File: src/rtl/div32x32_seq_if.sv
// Handshake and result bundle for the sequential 32-bit divider.
// This bundle is shared by the controller (master) and the divider (slave).
interface div32x32_seq_if;
  logic        start;
  logic [31:0] a;
  logic [31:0] b;
  logic        busy;
  logic [31:0] quotient;
  logic [31:0] remainder;
  logic        div_by_zero;

  modport master (
    output start, a, b,
    input  busy, quotient, remainder, div_by_zero
  );

  modport slave (
    input  start, a, b,
    output busy, quotient, remainder, div_by_zero
  );
endinterface

File: src/rtl/div32x32_seq.sv
// Radix-2 restoring 32/32 unsigned divider, one quotient bit per clock.
// Divide-by-zero and a < b finish early in one cycle.
module div32x32_seq (
  input  logic           clk,
  input  logic           reset,
  div32x32_seq_if.slave  bus
);

  localparam logic [1:0] StIdle = 2'd0;
  localparam logic [1:0] StCalc = 2'd1;
  localparam logic [1:0] StDone = 2'd2;

  logic [1:0]  state_q, state_d;
  logic [31:0] q_w_q, q_w_d;
  // Bit 32 of the working remainder is always zero because r < d holds, so it is not stored.
  logic [31:0] r_w_q, r_w_d;
  logic [31:0] d_w_q, d_w_d;
  logic [4:0]  cnt_q, cnt_d;
  logic        dbz_w_q, dbz_w_d;
  logic [31:0] quotient_q, quotient_d;
  logic [31:0] remainder_q, remainder_d;
  logic        div_by_zero_q, div_by_zero_d;
  logic [32:0] t;

  always_comb begin
    state_d       = state_q;
    q_w_d         = q_w_q;
    r_w_d         = r_w_q;
    d_w_d         = d_w_q;
    cnt_d         = cnt_q;
    dbz_w_d       = dbz_w_q;
    quotient_d    = quotient_q;
    remainder_d   = remainder_q;
    div_by_zero_d = div_by_zero_q;
    t             = {r_w_q, q_w_q[31]};

    case (state_q)
      StIdle: begin
        if (bus.start) begin
          if (bus.b == 32'd0) begin
            q_w_d   = 32'hFFFF_FFFF;
            r_w_d   = bus.a;
            dbz_w_d = 1'b1;
            state_d = StDone;
          end else if (bus.a < bus.b) begin
            q_w_d   = 32'd0;
            r_w_d   = bus.a;
            dbz_w_d = 1'b0;
            state_d = StDone;
          end else begin
            q_w_d   = bus.a;
            r_w_d   = 32'd0;
            d_w_d   = bus.b;
            cnt_d   = 5'd0;
            dbz_w_d = 1'b0;
            state_d = StCalc;
          end
        end
      end
      StCalc: begin
        if (t >= {1'b0, d_w_q}) begin
          // Difference fits in 32 bits since it is below d.
          r_w_d = t[31:0] - d_w_q;
          q_w_d = {q_w_q[30:0], 1'b1};
        end else begin
          r_w_d = t[31:0];
          q_w_d = {q_w_q[30:0], 1'b0};
        end
        cnt_d = cnt_q + 5'd1;
        if (cnt_q == 5'd31) begin
          state_d = StDone;
        end
      end
      StDone: begin
        quotient_d    = q_w_q;
        remainder_d   = r_w_q;
        div_by_zero_d = dbz_w_q;
        state_d       = StIdle;
      end
      default: state_d = StIdle;
    endcase
  end

  always_ff @(posedge clk or posedge reset) begin
    if (reset) begin
      state_q       <= StIdle;
      q_w_q         <= 32'd0;
      r_w_q         <= 32'd0;
      d_w_q         <= 32'd0;
      cnt_q         <= 5'd0;
      dbz_w_q       <= 1'b0;
      quotient_q    <= 32'd0;
      remainder_q   <= 32'd0;
      div_by_zero_q <= 1'b0;
    end else begin
      state_q       <= state_d;
      q_w_q         <= q_w_d;
      r_w_q         <= r_w_d;
      d_w_q         <= d_w_d;
      cnt_q         <= cnt_d;
      dbz_w_q       <= dbz_w_d;
      quotient_q    <= quotient_d;
      remainder_q   <= remainder_d;
      div_by_zero_q <= div_by_zero_d;
    end
  end

  assign bus.busy        = (state_q != StIdle);
  assign bus.quotient    = quotient_q;
  assign bus.remainder   = remainder_q;
  assign bus.div_by_zero = div_by_zero_q;

endmodule

File: src/flat_wrapper.sv
// flat-port wrapper written by rule: the top's interface ports become plain ports
module div32x32_seq_flat 
  (clk, reset, bus_start, bus_a, bus_b, bus_busy, bus_quotient, bus_remainder, bus_div_by_zero);
  div32x32_seq_if bus_i ();
  input  logic clk;
  input  logic reset;
  input wire logic [$bits(bus_i.start)-1:0] bus_start;
  input wire logic [$bits(bus_i.a)-1:0] bus_a;
  input wire logic [$bits(bus_i.b)-1:0] bus_b;
  output wire logic [$bits(bus_i.busy)-1:0] bus_busy;
  output wire logic [$bits(bus_i.quotient)-1:0] bus_quotient;
  output wire logic [$bits(bus_i.remainder)-1:0] bus_remainder;
  output wire logic [$bits(bus_i.div_by_zero)-1:0] bus_div_by_zero;
  assign bus_i.start = bus_start;
  assign bus_i.a = bus_a;
  assign bus_i.b = bus_b;
  assign bus_busy = bus_i.busy;
  assign bus_quotient = bus_i.quotient;
  assign bus_remainder = bus_i.remainder;
  assign bus_div_by_zero = bus_i.div_by_zero;
  div32x32_seq u_core (.clk(clk), .reset(reset), .bus(bus_i));
endmodule
File: config.mk
export PLATFORM = sky130hd
export DESIGN_NAME = div32x32_seq_flat
export DESIGN_NICKNAME = d
export VERILOG_FILES = /design/src/rtl/div32x32_seq_if.sv /design/src/rtl/div32x32_seq.sv /design/src/flat_wrapper.sv
export SDC_FILE = /design/constraint.sdc
export NUM_CORES = 1
export LEC_CHECK = 0
export BUFFER_PORTS_ARGS = -buffer_cell sky130_fd_sc_hd__buf_2
export CAP_MARGIN = 10
export CORE_ASPECT_RATIO = 2
export CORE_MARGIN = 4
export CORE_UTILIZATION = 40
export CTS_BUF_LIST = sky130_fd_sc_hd__clkbuf_16
export DETAILED_ROUTE_END_ITERATION = 6
export GPL_TIMING_DRIVEN = 0
export MAX_ROUTING_LAYER = met4
export PLACE_DENSITY = 0.7
export SYNTH_ARGS = -nofsm -noshare
export SYNTH_HDL_FRONTEND = slang
export SYNTH_SLANG_ARGS = --single-unit
File: constraint.sdc
create_clock -name clk -period 9.2 [get_ports clk]
set_input_delay 0.92 -clock clk [delete_from_list [all_inputs] [get_ports clk]]
set_output_delay 0.92 -clock clk [all_outputs]
set_load 0.02 [all_outputs]
==> run metrics <==
critical path class=in -> reg; WL/cell=21.3 um; global-route wire length before repair=51300 um; failing checks=DRC; worst r2r src=u_core.q_w_q[31]; Reg clk slew, reported paths=0.07 ns; ys flop type=dfrtp_1; Reg area=4230 um2; post-synthesis sequential area ratio=42.6%; Synthesized Nets=1187; Core Region=24400 um2; Slew headroom=38.6%; outcome=finished with violations; Final setup viols=0; initial antenna violation count=0; dpl cells=1519; Routed Antenna Nets=0; Skew-Pair Late Insertion Delay=0.46 ns; CTS Buffer Depth=2; Max-Cap Viols=0; RSZ-0062 raised after global routing=false; synth warn=0; final cell count without fillers=1551; die height=231 um; Comb power frac=57.7%; detail-routed via count per cell=5.77; Sw Ratio=47.3%; period utilisation layout=40.5%; Power, Total=4990 uW; Gate Count Post-Synth=1054; ant diodes=0; Final Util=47.6%; Worst EP arrival=4.04 ns; cell area after synthesis=9920 um2; number of enable flip-flop cells after synthesis=0; startpoint types=input pin; #FFs+latches synth=169; Via Count=8952; P_leak=0.00536 uW; filler cell count=2377; fraction of layout cells with a size suffix above 1=21.7%; vias in the first global route=9293; Synth async-reset ratio=100%; largest net degree at the start of global routing=123; hold crit path type=in -> async; H-tree depth=4; max-slew violation count=0; clock root cell=clkbuf_16; worst-case hold slack=0.452 ns; Final GP Congestion=0.930; DIE AREA=27500 um2; Worst-Margin Slew=0.898 ns; Post-CTS Setup Repair Bufs=0; fmax=0.268 GHz; Net Switching=2360 uW; DR pass1 iterations=7; CP endpoint kind=register; io pins=133; Worst Path Max Fanout=10; Worst Path Required=9.51 ns; DRT Wirelength=33100 um; CTS tree=yes; VDD IR-drop max=187 uV; worst reg2reg path depth=12; # port buffers=132; multi-input combinational cell area=5170 um2; clock group share of total power=14.8%; DP HPWL=26100 um; final setup TNS=0 ns; Die W=119 um; r2r setup slk=5.79 ns; PD cells=429 nW/um2; row cnt=81; Post-route DRC=2; DR iter-0 viols=770; hold_buf cts=0; Total GRT Usage=25.0%; distinct cell type count after synthesis=76; Starting Density=40.6%; clock sinks=169; Worst Skew=0.0110 ns; total grt overflow=0; CTS buffer count=17; Area Growth Syn to Fin=17.2%; Layout Nets=1339; Final Critical Period=3.73 ns; Post-CTS Resized=0; RR Endpoint=u_core.r_w_q[28]; share of power burned in registers=27.6%; Final Hold Vio Count=0; Power Internal=2630 uW; Avg Synthesized Cell Area=9.41 um2
synth_stat cells, types with 4 or more instances:
| master | count | share of area (%) |
|---|---|---|
| nand2_1 | 97 | 3.7 |
| ha_1 | 65 | 8.2 |
| xor2_1 | 14 | 1.2 |
| and3_1 | 12 | 0.76 |
| a211oi_1 | 14 | 1.1 |
| nand3_1 | 46 | 2.3 |
| nand2b_1 | 5 | 0.32 |
| a21oi_2 | 5 | 0.44 |
| mux2i_1 | 5 | 0.50 |
| dfrtp_1 | 169 | 43 |
| mux2_2 | 66 | 7.5 |
| o21ai_1 | 10 | 0.50 |
| o21bai_1 | 9 | 0.68 |
| a211o_1 | 5 | 0.44 |
| and4_1 | 7 | 0.62 |
| a31oi_1 | 41 | 2.6 |
| or3_1 | 4 | 0.25 |
| nor2b_1 | 5 | 0.32 |
| and2_1 | 7 | 0.44 |
| o21a_1 | 5 | 0.38 |
| buf_1 | 4 | 0.15 |
| clkbuf_1 | 37 | 1.4 |
| a21o_1 | 9 | 0.68 |
| nand4_1 | 10 | 0.63 |
| o211ai_1 | 4 | 0.30 |
| inv_1 | 76 | 2.9 |
| buf_2 | 8 | 0.40 |
| a21oi_1 | 75 | 3.8 |
| a22oi_1 | 7 | 0.53 |
| xnor2_1 | 12 | 1.1 |
| nor4_1 | 10 | 0.63 |
| nor2_1 | 65 | 2.5 |
| o21ai_0 | 69 | 3.5 |
| nor3_1 | 12 | 0.61 |
sequential cells by signal, summed over array words and instances, names as in the netlist, 2 cells and up:
signal,cells
u_core.d_w_q,32
u_core.r_w_q,32
u_core.state_q,2
u_core.q_w_q,32
u_core.bus.quotient,32
u_core.bus.remainder,32
u_core.cnt_q,5
layer usage:
layer  up-vias  track usage [%]  share of wire, %
li1       4122                -                 -
met1      4376             24.9                35
met2       342             45.4                54
met3       112             3.82               4.6
met4         0             14.9               6.5
met5         -                -                 0
worst max-delay path by stage:
stage                   start                 endpoint  slack [ns]  depth (start not counted)
finish              bus_b[26]         u_core.d_w_q[28]        5.47                         12
global route        bus_b[26]          u_core.d_w_q[6]        5.33                         13
CTS                 bus_b[26]         u_core.d_w_q[28]        5.55                         12
detailed placement  bus_b[26]         u_core.d_w_q[28]        5.07                         12
global placement        reset  u_core.bus.remainder[6]        1.69                          2
floorplan               reset   u_core.bus.div_by_zero        3.70                          1
cells by family after synthesis:
family	synth area share, %
XOR/XNOR	2.30
AND/OR/NAND/NOR	13.8
multiplexers	8.00
adder cells (fa/ha/maj)	8.40
flip-flops	42.6
buffers and inverters	5.20
AO/OA/AOI/OAI	19.7
critical path, stage by stage:
cell and delay (ns):
buf_2 0.15, inv_1 0.06, ha_1 0.28, o21ai_0 0.08, o21bai_1 0.44, a22oi_1 0.33, nor3b_1 0.42, a21oi_2 0.18
nor2_1 0.15, buf_2 0.27, clkbuf_1 0.57, o21ai_0 0.17
power by group through the flow:
stage          combinational (uW)  sequential, uW  clock [uW]
2_1_floorplan                1910            1460           0
6_report                     2880            1380         737
5_1_grt                      3160            1420         772
3_3_place_gp                 2800            1370           0
4_1_cts                      2860            1380         743
3_5_place_dp                 2840            1390           0
cell usage in the layout, fill, tap and decap left out, drive strengths merged, types with 9 or more instances in the layout:
master,Yosys,layout
xnor2,12,12
o21ai,81,81
and3,12,12
o21bai,9,9
clkbuf,39,56
dfrtp,169,169
nand4,10,10
a211oi,15,15
mux2,66,66
nor2,67,67
a21oi,80,80
nor4,10,10
a21o,9,9
nand3,46,46
nand2,98,98
xor2,14,14
nor3,13,13
a31oi,41,41
inv,76,82
ha,65,65
buf,15,148
cell type report:
class,count,area share (%)
inverter,76,2.52
buffer,54,1.98
sequential,169,36.4
clock inverter,15,1.43
tap,332,3.57
timing repair buffer,133,5.92
multi-input combinational,755,44.5
clock buffer,17,3.66
per-stage QoR:
stage | area (um2) | setup slack, ns
finish | 11600 | 5.47
global route | 11600 | 5.33
CTS | 11600 | 5.55
detailed placement | 11000 | 5.07
global placement | 11000 | 1.69
floorplan | 9920 | 3.70
(Power assumes the default switching activity.)
